===== src/rtl/sync_fifo_pkg.sv =====
// Shared definitions for the parametrised synchronous FIFO: defaults, status bundle, sizing helpers.
package sync_fifo_pkg;

  localparam int DEF_WIDTH = 8;
  localparam int DEF_DEPTH = 16;
  localparam int DEF_AF    = 12;
  localparam int DEF_AE    = 4;

  typedef struct packed {
    logic full;
    logic empty;
    logic almost_full;
    logic almost_empty;
    logic overflow;
    logic underflow;
  } fifo_status_t;

  function automatic int addr_w(input int depth);
    return (depth <= 1) ? 1 : $clog2(depth);
  endfunction

  function automatic bit is_pow2(input int v);
    return (v > 0) && ((v & (v - 1)) == 0);
  endfunction

endpackage


===== src/rtl/sync_fifo_ram.sv =====
// FIFO storage: one synchronous write port, one asynchronous read port, contents never reset.
module sync_fifo_ram
  import sync_fifo_pkg::*;
#(
  parameter int WIDTH  = DEF_WIDTH,
  parameter int DEPTH  = DEF_DEPTH,
  parameter int ADDR_W = addr_w(DEPTH)
) (
  input  logic              clk,
  input  logic              we,
  input  logic [ADDR_W-1:0] waddr,
  input  logic [WIDTH-1:0]  wdata,
  input  logic [ADDR_W-1:0] raddr,
  output logic [WIDTH-1:0]  rdata
);

  logic [WIDTH-1:0] mem [DEPTH];

  always_ff @(posedge clk) begin
    if (we) mem[waddr] <= wdata;
  end

  assign rdata = mem[raddr];

endmodule


===== src/rtl/sync_fifo_param.sv =====
// Parametrised single-clock FIFO with occupancy flags, overflow/underflow pulses and optional FWFT read.
module sync_fifo_param
  import sync_fifo_pkg::*;
#(
  parameter int               WIDTH     = DEF_WIDTH,
  parameter int               DEPTH     = DEF_DEPTH,
  parameter int               AF_THRESH = DEF_AF,
  parameter int               AE_THRESH = DEF_AE,
  parameter int               FWFT      = 0,
  parameter logic [WIDTH-1:0] RESET_VAL = 8'hFF
) (
  input  logic                       clk,
  input  logic                       rst,
  input  logic                       wr_en,
  input  logic [WIDTH-1:0]           din,
  input  logic                       rd_en,
  output logic [WIDTH-1:0]           dout,
  output logic                       dout_valid,
  output logic                       full,
  output logic                       empty,
  output logic                       almost_full,
  output logic                       almost_empty,
  output logic [$clog2(DEPTH):0]     count,
  output logic                       overflow,
  output logic                       underflow
);

  localparam int ADDR_W = addr_w(DEPTH);
  localparam int CNT_W  = ADDR_W + 1;
  localparam logic [CNT_W-1:0] DEPTH_C = CNT_W'(DEPTH);
  localparam logic [CNT_W-1:0] AF_C    = CNT_W'(AF_THRESH);
  localparam logic [CNT_W-1:0] AE_C    = CNT_W'(AE_THRESH);
  localparam logic [ADDR_W:0]  PTR_ONE = (ADDR_W+1)'(1);

  if (!is_pow2(DEPTH) || DEPTH < 4) begin : g_bad_depth
    $error("sync_fifo_param: DEPTH must be a power of two >= 4");
  end
  if (AF_THRESH < 1 || AF_THRESH > DEPTH) begin : g_bad_af
    $error("sync_fifo_param: AF_THRESH out of range 1..DEPTH");
  end
  if (AE_THRESH < 0 || AE_THRESH > DEPTH - 1) begin : g_bad_ae
    $error("sync_fifo_param: AE_THRESH out of range 0..DEPTH-1");
  end

  logic [ADDR_W:0]  wr_ptr, rd_ptr;
  logic [CNT_W-1:0] occ;
  logic             wr_accept, rd_accept;
  logic             ovf_q, udf_q, dv_q;
  logic [WIDTH-1:0] dout_q, rdata;
  fifo_status_t     status;

  // The extra pointer bit makes the difference span 0..DEPTH, so the
  // occupancy is a pure function of registered state.
  assign occ = wr_ptr - rd_ptr;

  always_comb begin
    status              = '0;
    status.full         = (occ == DEPTH_C);
    status.empty        = (occ == '0);
    status.almost_full  = (occ >= AF_C);
    status.almost_empty = (occ <= AE_C);
    status.overflow     = ovf_q;
    status.underflow    = udf_q;
  end

  // A pop in the same cycle frees the slot, so a full FIFO still takes a write.
  assign rd_accept = rd_en & ~status.empty;
  assign wr_accept = wr_en & (~status.full | rd_accept);

  sync_fifo_ram #(
    .WIDTH (WIDTH),
    .DEPTH (DEPTH),
    .ADDR_W(ADDR_W)
  ) u_ram (
    .clk  (clk),
    .we   (wr_accept),
    .waddr(wr_ptr[ADDR_W-1:0]),
    .wdata(din),
    .raddr(rd_ptr[ADDR_W-1:0]),
    .rdata(rdata)
  );

  always_ff @(posedge clk) begin
    if (rst) begin
      wr_ptr <= '0;
      rd_ptr <= '0;
      ovf_q  <= 1'b0;
      udf_q  <= 1'b0;
      dv_q   <= 1'b0;
      dout_q <= RESET_VAL;
    end else begin
      if (wr_accept) wr_ptr <= wr_ptr + PTR_ONE;
      if (rd_accept) begin
        rd_ptr <= rd_ptr + PTR_ONE;
        dout_q <= rdata;
      end
      ovf_q <= wr_en & ~wr_accept;
      udf_q <= rd_en & status.empty;
      dv_q  <= rd_accept;
    end
  end

  if (FWFT != 0) begin : g_fwft
    // While empty the RAM output is stale; show the last popped word instead.
    assign dout       = status.empty ? dout_q : rdata;
    assign dout_valid = ~status.empty;
  end else begin : g_std
    assign dout       = dout_q;
    assign dout_valid = dv_q;
  end

  assign full         = status.full;
  assign empty        = status.empty;
  assign almost_full  = status.almost_full;
  assign almost_empty = status.almost_empty;
  assign overflow     = status.overflow;
  assign underflow    = status.underflow;
  assign count        = occ;

endmodule

===== config.mk =====
export PLATFORM = sky130hd
export DESIGN_NAME = sync_fifo_param
export DESIGN_NICKNAME = d
export VERILOG_FILES = /design/src/rtl/sync_fifo_pkg.sv /design/src/rtl/sync_fifo_ram.sv /design/src/rtl/sync_fifo_param.sv
export SDC_FILE = /design/constraint.sdc
export NUM_CORES = 1
export LEC_CHECK = 0
export CORE_AREA = 2 2 127 104
export CTS_CLUSTER_DIAMETER = 100
export CTS_CLUSTER_SIZE = 8
export DETAILED_ROUTE_END_ITERATION = 10
export DIE_AREA = 0 0 129 106
export PLACE_DENSITY_LB_ADDON = 0.08
export SYNTH_ARGS = -nofsm -noshare
export SYNTH_HDL_FRONTEND = slang
export SYNTH_SLANG_ARGS = --single-unit

===== constraint.sdc =====
create_clock -name clk -period 4.7 [get_ports clk]
set_input_delay 0.94 -clock clk [delete_from_list [all_inputs] [get_ports clk]]
set_output_delay 0.94 -clock clk [all_outputs]
set_load 0.03 [all_outputs]

==> metrics.txt <==
htree depth 4; drt via density 5.41; die area 13,700 um^2; dpl ws 0.866 ns; Post-Syn Nets 390; fmax 0.233 GHz; dpl cells 564; vias post-DR 3,205; asr flop ratio synth 0%; Crit Path Class flip-flop to output port; cells after synthesis 368; leading cell types by count after synthesis 128 x edfxtp_1, 35 x nor2_1, 32 x mux4_2, 27 x nand2_1, 21 x dfxtp_1; worst-skew pair later-pin latency 0.42 ns; status finished clean; Mapped Avg Cell Area 16.5 um^2; WHS Endpoint dout[4]; Yosys cell types 40; post-synth top area share 63.4%; die height 106 um; RD Place Congestion 0.807; flop-to-flop setup slack 1.35 ns; setup violators final 0; pin count of the biggest net entering global routing 36; initial antenna violation count 0; Worst EP required 3.76 ns; Clock Tree Root clkbuf_16; Total Neg Setup Slack 0 ns; PnR worst setup slack 0.402 ns; CTS buffer count 17; Pre-antenna DRT Iters 5; min-delay src dout[4]; CTS Hold Bufs 0; ANT nets after route 0; Reg2Reg Depth 8; Hold Fails Final Rpt 0; RSZ-0062 raised after global routing false; most common cell in the netlist edfxtp_1; # port buffers 31; crit path capture type output port; Synth Flop Type edfxtp_1; Rows 37; Nets 430; DRC Markers 0; layout cells sized above 1 18.0%; Synth-to-Final Area Change 17.0%; fin cells 592; register area share after synthesis 70.3%; Pwr Total 3.91 mW; cell taking the most area after synthesis edfxtp_1; Top Ports 32; Clock Skews 0.00889 ns; crit path DAT 3.36 ns; Synth area leaders edfxtp_1 63%, mux4_2 12%, dfxtp_1 6.9%; Placeable Area 12,500 um^2; DPL Wire Length 7980 um; synthesis-stage register bit count 149; Post-CTS Setup Bufs 0; Final period util 91.4%; Lkg Pwr 2.38 nW; DRT Wirelength 12,600 um; number of global-route vias before repair 3,138; Post-CTS Resized 0; Final Max Slew Viols 0; Longest Clk Path Bufs 2; Hold Crit Depth 2; Die X 129 um; min cycle time layout 4.30 ns; initial core utilization 48.3%; Synthesis Warnings 0; slew margin rel. 40.5%; wire per inst 21.2 um; Power Dens Cells 552 nW/um^2; CTS clk-pin slew, worst paths 0.05 ns; worst hold path class flip-flop to flip-flop; Netlist Area Pre-Place 6060 um^2; Worst Setup Start Kind flip-flop; GR Overflow Total 0; first-pass GRT wire length 19,000 um; reg2reg start wr_ptr[0]; Peak supply drop 0.000319 V; initial detailed-routing violation count 240; critical path peak fanout 7; Max-cap violations 0; reg-to-reg endpoint u_ram.mem[6][0]; n_diodes 0; number of flops mapped to enable cells by yosys 128; Total Routing Usage GR 20.1%; CTS tree yes; clock sinks 149; slew of the pin with the lowest slew margin 0.890 ns
==> cell families (layout without fill, tap and decap cells) <==
logic type	count (synthesis)	in the layout	share of synthesized area, %
adder cells (fa/ha/maj)	10	10	2.19
multiplexers	34	34	12.5
XOR/XNOR	7	7	1.26
flip-flops	149	149	70.3
AND/OR/NAND/NOR	101	101	8.09
AO/OA/AOI/OAI	42	42	3.94
buffers and inverters	25	74	1.67
==> worst max path at each step <==
stage | start | endpoint | slack, ns | cells after the start
after floorplan | rd_ptr[1] | almost_empty | 0.81 | 8
after global placement | wr_ptr[0] | almost_empty | 0.99 | 9
after detailed placement | wr_ptr[0] | almost_empty | 0.87 | 9
after CTS | wr_ptr[0] | almost_empty | 0.41 | 9
after global routing | wr_ptr[0] | almost_empty | 0.22 | 9
final | wr_ptr[0] | almost_empty | 0.40 | 9
==> per-layer routing <==
layer	GRT usage [%]	up-vias	routed length, um
met1	30.5	1620	6040
met3	5.49	13	672
met4	7.07	0	195
met5	0	-	0
li1	-	1494	-
met2	28.0	78	5670
==> stage by stage <==
step	util [%]	cell area, um^2	hold slack [ns]
6_report	56.5	7090	0.474
4_1_cts	56.5	7090	0.478
2_1_floorplan	-	6060	0.462
3_3_place_gp	52.4	6570	0.449
3_5_place_dp	52.4	6570	0.465
5_1_grt	56.5	7090	0.497
==> layout make-up <==
class | instances | area [um^2]
tap | 175 | 219
clock buffer | 18 | 429
clock inverter | 10 | 88.8
inverter | 8 | 30.0
multi-input combinational | 194 | 1700
fill | 1019 | 5450
timing repair buffer | 38 | 363
sequential | 149 | 4270
==> sequential cells by signal (all words and copies together) (netlist names) <==
name	count
dout	8
overflow	1
underflow	1
dout_valid	1
u_ram.mem	128
rd_ptr	5
wr_ptr	5
==> power breakdown <==
group | internal, mW | switching, mW
combinational | 0.494 | 0.687
sequential | 1.50 | 0.0285
clock | 0.710 | 0.488
==> cells in the final DEF, fill, tap and decap left out, types with 10 or more instances in the layout <==
cell type        instances
and3_1                  13
nand3_1                 10
nand2_1                 27
dfxtp_1                 20
clkbuf_16               17
o21ai_0                 19
a21oi_1                 15
clkdlybuf4s50_1         31
mux4_2                  32
edfxtp_1               128
nor2_1                  35
==> critical path, stage by stage (launching register included) <==
cell and delay, ns:
dfxtp_1 0.40, inv_1 0.12, ha_1 0.22, fa_1 0.43
nand2b_1 0.18, a21oi_1 0.24, xor2_2 0.35, inv_2 0.13
a211oi_1 0.19, clkdlybuf4s50_1 0.70
Power figures use the tool's default switching activity.
